===== config.mk =====
export PLATFORM = sky130hd
export DESIGN_NAME = cmos_ddr_pack_flat
export DESIGN_NICKNAME = d
export VERILOG_FILES = /design/src/rtl/cmos_ddr_pack_if.sv /design/src/rtl/cmos_ddr_pack.sv /design/src/flat_wrapper.sv
export SDC_FILE = /design/constraint.sdc
export NUM_CORES = 1
export LEC_CHECK = 0
export CORE_MARGIN = 1.5
export CORE_UTILIZATION = 46
export CTS_CLUSTER_SIZE = 30
export DETAILED_ROUTE_END_ITERATION = 16
export PLACE_DENSITY = 0.68
export SYNTH_ARGS = -nofsm -noshare
export SYNTH_HDL_FRONTEND = slang
export SYNTH_SLANG_ARGS = --single-unit

===== constraint.sdc =====
create_clock -name cmos_clk -period 8.8 [get_ports cmos_clk]
set_clock_uncertainty 0.15 [all_clocks]
set_input_delay 0.88 -clock cmos_clk [delete_from_list [all_inputs] [get_ports cmos_clk]]
set_output_delay 0.88 -clock cmos_clk [all_outputs]
set_load 0.05 [all_outputs]

===== src/rtl/cmos_ddr_pack_if.sv =====
// Camera-side capture bus: DVP input stream plus DDR write and frame status.
interface cmos_ddr_pack_if;
  logic        cmos_vsync;
  logic        cmos_href;
  logic [7:0]  cmos_data;
  logic        ddr_init_done;
  logic        ddr_wren;
  logic [63:0] ddr_wdata;
  logic        frame_start;
  logic        frame_done;
  logic [19:0] frame_words;
  logic        line_err;

  modport master (
    output cmos_vsync, cmos_href, cmos_data, ddr_init_done,
    input  ddr_wren, ddr_wdata, frame_start, frame_done, frame_words, line_err
  );

  modport slave (
    input  cmos_vsync, cmos_href, cmos_data, ddr_init_done,
    output ddr_wren, ddr_wdata, frame_start, frame_done, frame_words, line_err
  );
endinterface


===== src/rtl/cmos_ddr_pack.sv =====
// OV5640 DVP capture: pairs RGB565 bytes into pixels, packs four pixels per
// 64-bit DDR word, gates on DDR init and skips the camera's settling frames.
module cmos_ddr_pack #(
  parameter int SKIP_FRAMES = 10,
  parameter int H_ACTIVE    = 1280,
  parameter int V_ACTIVE    = 720
) (
  input  logic          cmos_clk,
  input  logic          cmos_rst,
  cmos_ddr_pack_if.slave bus
);
  localparam int XW = $clog2(H_ACTIVE + 1);
  localparam int YW = $clog2(V_ACTIVE + 1);
  localparam int SW = (SKIP_FRAMES > 1) ? $clog2(SKIP_FRAMES) : 1;

  localparam logic [1:0] S_IDLE = 2'd0;
  localparam logic [1:0] S_WAIT = 2'd1;
  localparam logic [1:0] S_SKIP = 2'd2;
  localparam logic [1:0] S_CAP  = 2'd3;

  logic          vsync_q, vsync_qq, href_q, href_qq;
  logic [7:0]    data_q;
  logic          vs_rise, hr_rise, hr_fall;
  logic [1:0]    state;
  logic [SW-1:0] skip_cnt;
  logic [XW-1:0] pix_x;
  logic [YW-1:0] line_y;
  logic          phase;
  logic [1:0]    pig;
  logic [7:0]    hi_byte;
  logic [47:0]   pack;
  logic [19:0]   word_cnt;
  logic          wren, fstart, fdone, lerr;
  logic [63:0]   wdata;
  logic [19:0]   fwords;
  logic [15:0]   pixel;
  logic          x_ok, pix_ok;

  assign vs_rise = vsync_q & ~vsync_qq;
  assign hr_rise = href_q & ~href_qq;
  assign hr_fall = ~href_q & href_qq;
  assign pixel   = {hi_byte, data_q};
  assign x_ok    = pix_x < XW'(H_ACTIVE);
  assign pix_ok  = x_ok && (line_y < YW'(V_ACTIVE));

  assign bus.ddr_wren    = wren;
  assign bus.ddr_wdata   = wdata;
  assign bus.frame_start = fstart;
  assign bus.frame_done  = fdone;
  assign bus.frame_words = fwords;
  assign bus.line_err    = lerr;

  // Register sync inputs for edge detect; data delayed to line up with href_q.
  always_ff @(posedge cmos_clk or posedge cmos_rst) begin
    if (cmos_rst) begin
      vsync_q  <= 1'b0;
      vsync_qq <= 1'b0;
      href_q   <= 1'b0;
      href_qq  <= 1'b0;
      data_q   <= 8'd0;
    end else begin
      vsync_q  <= bus.cmos_vsync;
      vsync_qq <= vsync_q;
      href_q   <= bus.cmos_href;
      href_qq  <= href_q;
      data_q   <= bus.cmos_data;
    end
  end

  // Capture FSM with byte pairing, line limits, word packing and frame status.
  always_ff @(posedge cmos_clk or posedge cmos_rst) begin
    if (cmos_rst) begin
      state    <= S_IDLE;
      skip_cnt <= '0;
      pix_x    <= '0;
      line_y   <= '0;
      phase    <= 1'b0;
      pig      <= 2'd0;
      hi_byte  <= 8'd0;
      pack     <= 48'd0;
      word_cnt <= 20'd0;
      wren     <= 1'b0;
      wdata    <= 64'd0;
      fstart   <= 1'b0;
      fdone    <= 1'b0;
      fwords   <= 20'd0;
      lerr     <= 1'b0;
    end else begin
      wren   <= 1'b0;
      fstart <= 1'b0;
      fdone  <= 1'b0;

      // line position tracking runs in every state so it is valid on entry to CAP
      if (vs_rise)
        line_y <= '0;
      else if (hr_fall && line_y < YW'(V_ACTIVE))
        line_y <= line_y + 1'b1;
      if (hr_rise) begin
        pix_x <= '0;
        phase <= 1'b0;
      end

      if (!bus.ddr_init_done) begin
        // losing DDR drops the partial word silently; no frame_done
        state <= S_IDLE;
        phase <= 1'b0;
        pig   <= 2'd0;
      end else begin
        case (state)
          S_IDLE: state <= S_WAIT;
          S_WAIT: if (vs_rise) begin
            if (SKIP_FRAMES == 0) begin
              state    <= S_CAP;
              fstart   <= 1'b1;
              word_cnt <= 20'd0;
              lerr     <= 1'b0;
              pig      <= 2'd0;
              phase    <= 1'b0;
            end else begin
              state    <= S_SKIP;
              skip_cnt <= '0;
            end
          end
          S_SKIP: if (vs_rise) begin
            if (skip_cnt == SW'(SKIP_FRAMES - 1)) begin
              state    <= S_CAP;
              fstart   <= 1'b1;
              word_cnt <= 20'd0;
              lerr     <= 1'b0;
              pig      <= 2'd0;
              phase    <= 1'b0;
            end else begin
              skip_cnt <= skip_cnt + 1'b1;
            end
          end
          S_CAP: begin
            if (vs_rise) begin
              // frame boundary; a line cut short by vsync still flags an error
              fdone    <= 1'b1;
              fwords   <= word_cnt;
              word_cnt <= 20'd0;
              fstart   <= 1'b1;
              pig      <= 2'd0;
              phase    <= 1'b0;
              lerr     <= href_q | (hr_fall & (phase | (pig != 2'd0)));
            end else if (href_q) begin
              if (phase && !hr_rise) begin
                phase <= 1'b0;
                if (x_ok) pix_x <= pix_x + 1'b1;
                if (pix_ok) begin
                  pig <= pig + 1'b1;
                  case (pig)
                    2'd0: pack[47:32] <= pixel;
                    2'd1: pack[31:16] <= pixel;
                    2'd2: pack[15:0]  <= pixel;
                    default: begin
                      wren  <= 1'b1;
                      wdata <= {pack, pixel};
                      if (word_cnt != 20'hFFFFF) word_cnt <= word_cnt + 1'b1;
                    end
                  endcase
                end
              end else begin
                hi_byte <= data_q;
                phase   <= 1'b1;
              end
            end else if (hr_fall) begin
              if (phase || pig != 2'd0) lerr <= 1'b1;
              phase <= 1'b0;
              pig   <= 2'd0;
            end
          end
          default: state <= S_IDLE;
        endcase
      end
    end
  end
endmodule


===== src/flat_wrapper.sv =====
// flat-port wrapper written by rule: the top's interface ports become plain ports
module cmos_ddr_pack_flat 
#(
  parameter int SKIP_FRAMES = 10,
  parameter int H_ACTIVE    = 1280,
  parameter int V_ACTIVE    = 720
)
  (cmos_clk, cmos_rst, bus_cmos_vsync, bus_cmos_href, bus_cmos_data, bus_ddr_init_done, bus_ddr_wren, bus_ddr_wdata, bus_frame_start, bus_frame_done, bus_frame_words, bus_line_err);
  cmos_ddr_pack_if bus_i ();
  input  logic cmos_clk;
  input  logic cmos_rst;
  input wire logic [$bits(bus_i.cmos_vsync)-1:0] bus_cmos_vsync;
  input wire logic [$bits(bus_i.cmos_href)-1:0] bus_cmos_href;
  input wire logic [$bits(bus_i.cmos_data)-1:0] bus_cmos_data;
  input wire logic [$bits(bus_i.ddr_init_done)-1:0] bus_ddr_init_done;
  output wire logic [$bits(bus_i.ddr_wren)-1:0] bus_ddr_wren;
  output wire logic [$bits(bus_i.ddr_wdata)-1:0] bus_ddr_wdata;
  output wire logic [$bits(bus_i.frame_start)-1:0] bus_frame_start;
  output wire logic [$bits(bus_i.frame_done)-1:0] bus_frame_done;
  output wire logic [$bits(bus_i.frame_words)-1:0] bus_frame_words;
  output wire logic [$bits(bus_i.line_err)-1:0] bus_line_err;
  assign bus_i.cmos_vsync = bus_cmos_vsync;
  assign bus_i.cmos_href = bus_cmos_href;
  assign bus_i.cmos_data = bus_cmos_data;
  assign bus_i.ddr_init_done = bus_ddr_init_done;
  assign bus_ddr_wren = bus_i.ddr_wren;
  assign bus_ddr_wdata = bus_i.ddr_wdata;
  assign bus_frame_start = bus_i.frame_start;
  assign bus_frame_done = bus_i.frame_done;
  assign bus_frame_words = bus_i.frame_words;
  assign bus_line_err = bus_i.line_err;
  cmos_ddr_pack #(.SKIP_FRAMES(SKIP_FRAMES), .H_ACTIVE(H_ACTIVE), .V_ACTIVE(V_ACTIVE)) u_core (.cmos_clk(cmos_clk), .cmos_rst(cmos_rst), .bus(bus_i));
endmodule

======== Word level (Yosys, flattened, before mapping) ========
Cells that the tools add are included.
storage, ports and cells
  bits of input ports ..................... 13
  bits in registers ....................... 206
  word-level logic and storage cells ...... 157
  output and inout port bits .............. 88
operators by class
  equal/unequal tests ..................... 27
  order comparisons ....................... 2
  bitwise gates (word level) .............. 12
  reduce and logical (&&, ||, !) cells .... 23
  muxes and demuxes ....................... 66
  $add $sub $neg .......................... 5
operators with widths
  operator               number
  $mux 20                8
  $mux 11                7
  $pmux 20 s2            1
  $reduce_and 7->1       5
  $mux 1                 27
  $mux 2                 12
  $ne 3x1->1 const B     7
  $add 20x1->20 const B  1
  $mux 10                2
  $ne 20x20->1 const B   1
  $mux 4                 3
  $ne 3x2->1 const B     4
  $add 11x1->11 const B  1
  $lt 11x11->1 const B   1
  $add 10x1->10 const B  1
  $lt 10x10->1 const B   1
  $ne 5x5->1 const B     2
  $reduce_and 5->1       2
  $reduce_and 9->1       1
  $pmux 4 s2             1
  $reduce_bool 2->1      4
  $eq 2x2->1 const B     3
  $ne 2x1->1 const B     3
  $not 1->1              6
  21 further kinds       31

======== Logic depth before layout (Yosys ltp) ========
  word-level depth ........................ 9
  depth in mapped cells ................... 10
  gate-level depth less buffers ........... 7

======== Worst setup path after synthesis ========
OpenSTA, ideal clock, no wires.
  path kind ............................... in2reg
  start point ............................. input port bus_ddr_init_done
  end point ............................... register u_core.wdata[10] (netlist: u_core.bus.ddr_wdata[10])
  arrival time ............................ 2436 ps
  stages on the path ...................... 6
  path slack .............................. 6090 ps
  data required time ...................... 8525 ps
  library setup time ...................... 125 ps
  path buffers ............................ 3
  cell sequence ........................... buf_2 nand3_1 nor3b_1 clkbuf_1 buf_2 mux2_2
between the ends
  longest elaborated chain between the ends .. 1
RTL lines
  element                     line                  text
  from (decl)                 flat_wrapper.sv:15    input wire logic [$bits(bus_i.ddr_init_done)-1:0] bus_ddr_init_done;
  $reduce_and 7->1 (no line)  --
  to (signal assigned)        cmos_ddr_pack.sv:158  wdata <= {pack, pixel};
  to (decl)                   cmos_ddr_pack.sv:34   logic [63:0] wdata;
No other way between the ends.
A chain may end at the register's enable or synchronous reset.

======== Worst setup path after layout ========
  start point ............................. register u_core.vsync_q
  end point ............................... register u_core.word_cnt[6]
between the ends
  longest elaborated chain between the ends .. 3
  elaborated cells on any way between the ends .. 10
  classes of those cells .................. eq/ne (6); mux (2); bitwise (1); reduce/logical (1)
RTL lines
  element                                                    line                  text
  from (decl)                                                cmos_ddr_pack.sv:21   logic vsync_q, vsync_qq, href_q, href_qq;
  from (signal assigned)                                     cmos_ddr_pack.sv:62   vsync_q <= bus.cmos_vsync;
  $and 1x1->1 *                                              cmos_ddr_pack.sv:39   assign vs_rise = vsync_q & ~vsync_qq;
  $ne 3x1->1 (no line) (tied with other cells)               --
  $reduce_and 9->1 (no line) or $pmux 20 s2 (tied branches)  --
  to (signal assigned)                                       cmos_ddr_pack.sv:159  if (word_cnt != 20'hFFFFF) word_cnt <= word_cnt + 1'b1;
  to (decl)                                                  cmos_ddr_pack.sv:32   logic [19:0] word_cnt;
Every way passes the cells marked *; elsewhere a longest branch is shown, timed or not.

==> results.py <==
metrics = {
    "floorplanning": {
        "die_width_um": 140,
        "io_pins": 101,
        "initial_core_util_pct": 47.5,
        "core_area_mm2": 0.0181,
        "fp.dieH_um": 140,
        "dieArea_mm2": 0.0196,
        "rows": 49,
    },
    "grt": {
        "grt_max_degree": 130,
        "grtUsageMet1_pct": 24.9,
        "gr-usage-all-layers_pct": 19.1,
        "gr-total-overflow": 0,
        "use_met3_pct": 3.75,
        "busiest_layer": "met2",
        "grt_pass1_vias": 5879,
        "met2_usage_pct": 32.9,
        "antenna_found_initial": 0,
        "grt_pass1_wl_um": 30300,
    },
    "setup_path": {
        "worstSetupStartpointType": "flop",
        "r2r_slack_ps": 5430,
        "path_max_fanout": 23,
        "r2r-start": "u_core.vsync_q$_DFF_PP0_",
        "worstSetupPathType": "flop to flop",
        "cp_top_family": "simple AND/OR/NAND/NOR gates",
        "cp_cell_sequence": "nor2b_1, a21boi_1, or4b_1, or4_1, a21oi_1",
        "rr_endpoint": "u_core.word_cnt[6]$_DFFE_PP0P_",
        "arrival_ps": 3630,
        "critPathSlowestCell": "or4b_1",
        "reg2reg_depth": 5,
        "cp_num_buf_inv": 0,
        "cp-end-kind": "flop",
        "max_stage_delay_ps": 890,
        "cp.required_ps": 9060,
    },
    "synthesis": {
        "synth_cell_types": 59,
        "synthArstFlopShare_pct": 100,
        "synth-adder-area-share_pct": 1.89,
        "netlist.area_leader.share_pct": 59.8,
        "netlist_instances": 651,
        "ys_ff_latch": 206,
        "muxShareOfSynthArea_pct": 19.7,
        "synth-edff-count": 0,
        "syn_nets": 677,
        "netlist_area_mm2": 0.00862,
        "synth_top_family_by_area": "multiplexers",
        "synth_compound_area_share_pct": 5.32,
        "yosys-top-cells-count": "dfrtp_1 (206), mux2_2 (140), nand2_1 (40), nand3_1 (25), nor2_1 (22)",
        "synth_top_area_cell": "dfrtp_1",
        "synth_xor_area_share_pct": 1.12,
        "syn_area_per_cell_um2": 13.2,
        "synthFlopType": "dfrtp_1",
        "synth_most_common_cell": "dfrtp_1",
        "ys_seq_area_share_pct": 59.8,
        "synthSimpleGateAreaFrac_pct": 10.1,
        "synth_area_leaders": "dfrtp_1 (60%), mux2_2 (18%), ha_1 (1.9%)",
        "ys_warn_count": 0,
    },
    "clock_tree": {
        "tritoncts": "built",
        "cts-hold-fix-buffers": 0,
        "ctsResizeCount": 0,
        "clk_path_buf_depth": 3,
        "clockRootBuffer": "clkbuf_16",
        "cts_buffers": 23,
        "path_clk_slew_ps": 60,
        "cts_setup_buffers": 0,
        "htree_levels": 1,
        "clkSinkCount": 206,
        "clk_latency_ps": 510,
    },
    "timing": {
        "relSlewSlack_pct": 30.3,
        "slew_viol_final": 0,
        "hold_violations": 0,
        "rsz0062_at_grt": "false",
        "period_share_pct": 38.3,
        "tightest_slew_ps": 1030,
        "layout_min_cycle_time_ps": 3370,
        "max_freq_mhz": 297,
        "finalSetupViolCount": 0,
        "holdWs_ps": 311,
        "setup-tns-final_ps": 0,
    },
    "drt": {
        "dr.first_iter.drc_count": 269,
        "postRouteAntennaNets": 0,
        "drc": 6,
        "drt-wirelength-per-cell_um": 18.4,
        "vias": 5563,
        "avgViaCountPerCell": 5.59,
        "drt_pass1_iterations": 12,
        "routed_wl_um": 18300,
    },
    "run_status": {
        "violations": "DRC",
        "status": "finished, violations left",
    },
    "min_path": {
        "whs_endpoint": "u_core.vsync_qq$_DFF_PP0_",
        "hp-class": "flop to flop",
        "min-delay-start": "u_core.vsync_q$_DFF_PP0_",
        "holdPathStages": 0,
    },
    "pwr": {
        "power_density_mw_per_mm2": 198,
        "ir_drop_mv": 0.174,
        "leakage_nw": 5.02,
    },
    "flow_run": {
        "max_cap_viol_count": 0,
    },
    "placed_design": {
        "dp_hpwl_um": 12000,
        "place_congestion": 0.848,
        "place.port_buffers": 100,
    },
    "finish": {
        "finalNetCount": 777,
        "syn_to_final_growth_pct": 22.6,
        "fillers": 1416,
        "diodes": 0,
        "drive_gt1_share_pct": 24.9,
    },
}
[layer usage]
layer  routed length, um  vias up  share of wire, %
met5                   0        -                 0
met4                 265        0               1.4
met3                1070       20               5.8
met2                9160      147                50
met1                7830     2849                43
li1                    -     2547                 -
[placed cells by master (no fill, tap or decap), types with 3 or more instances in the layout]
cell type	synthesis	routed
mux2_2	140	140
o41ai_1	3	3
and2_1	5	5
nand2b_1	11	11
xor2_1	7	7
a21oi_1	12	12
clkbuf_8	0	4
nand4_1	10	10
clkbuf_16	0	23
xnor2_1	4	4
a31o_2	3	3
nand2_1	40	40
nand3_1	25	25
o211a_1	3	3
clkdlybuf4s50_1	0	100
clkinv_2	0	5
dfrtp_1	206	206
mux2i_1	12	12
ha_1	13	13
or3_1	5	5
nor3_1	6	6
inv_1	12	11
o21ai_0	16	16
and3_1	10	10
nor3b_1	4	3
nor2b_1	4	4
nor2_1	22	22
nor4_1	7	7
[worst max-delay path by stage]
stage | slack (ps) | cells after the start | end | startpoint
2_1_floorplan | 2150 | 1 | u_core.bus.ddr_wdata[0]$_DFFE_PP0P_ | cmos_rst
3_3_place_gp | 5180 | 5 | u_core.bus.ddr_wdata[39]$_DFFE_PP0P_ | bus_ddr_init_done
3_5_place_dp | 5100 | 5 | u_core.bus.ddr_wdata[25]$_DFFE_PP0P_ | bus_ddr_init_done
4_1_cts | 5390 | 5 | u_core.word_cnt[6]$_DFFE_PP0P_ | u_core.vsync_q$_DFF_PP0_
5_1_grt | 5130 | 5 | u_core.word_cnt[12]$_DFFE_PP0P_ | u_core.vsync_q$_DFF_PP0_
6_report | 5430 | 5 | u_core.word_cnt[6]$_DFFE_PP0P_ | u_core.vsync_q$_DFF_PP0_
[per-stage QoR]
stage / util (%) / worst slack [ps] / power, mW / area, um^2 / cells
3_5_place_dp: 54.0 / 5100 / 1.16 / 9800 / 955
2_1_floorplan: - / 2150 / 1.11 / 8620 / 651
6_report: 58.2 / 5430 / 2.09 / 10600 / 996
5_1_grt: 58.2 / 5130 / 2.17 / 10600 / 996
4_1_cts: 58.2 / 5390 / 2.11 / 10600 / 996
3_3_place_gp: 54.0 / 5180 / 1.14 / 9800 / 955
[worst reg2reg max path: cells and delay by family, from the launching register on]
kind               cells  cell delay, ps
and+or+nand+nor        3            2330
AOI/OAI and AO/OA      2             420
DFF                    1             400
[layout make-up]
cell class	count	area (um^2)	share of cell area [%]
Sequential cell	206	5150	48.8
Multi-Input combinational cell	406	3290	31.1
Timing Repair Buffer	102	1020	9.62
Clock buffer	29	638	6.04
Tap cell	229	287	2.71
Clock inverter	12	126	1.20
Inverter	12	52.6	0.497
[power by group]
group | internal, mW | switching [mW]
Sequential | 0.977 | 0.0428
Combinational | 0.0488 | 0.0687
Clock | 0.574 | 0.377
Total | 1.60 | 0.489
[cells by family after synthesis]
kind of cell	after synthesis
XOR/XNOR	11
AND/OR/NAND/NOR	164
adder cells (fa/ha/maj)	13
AO/OA/AOI/OAI	66
multiplexers	152
buffers and inverters	39
flip-flops	206
[registers in the layout (all words and copies together) (netlist names), 2 cells and up]
register                flops
u_core.line_y              10
u_core.data_q               8
u_core.hi_byte              8
u_core.state                2
u_core.pix_x               11
u_core.pig                  2
u_core.bus.ddr_wdata       64
u_core.bus.frame_words     20
u_core.skip_cnt             4
u_core.pack                48
u_core.word_cnt            20
Power figures use the tool's default switching activity.
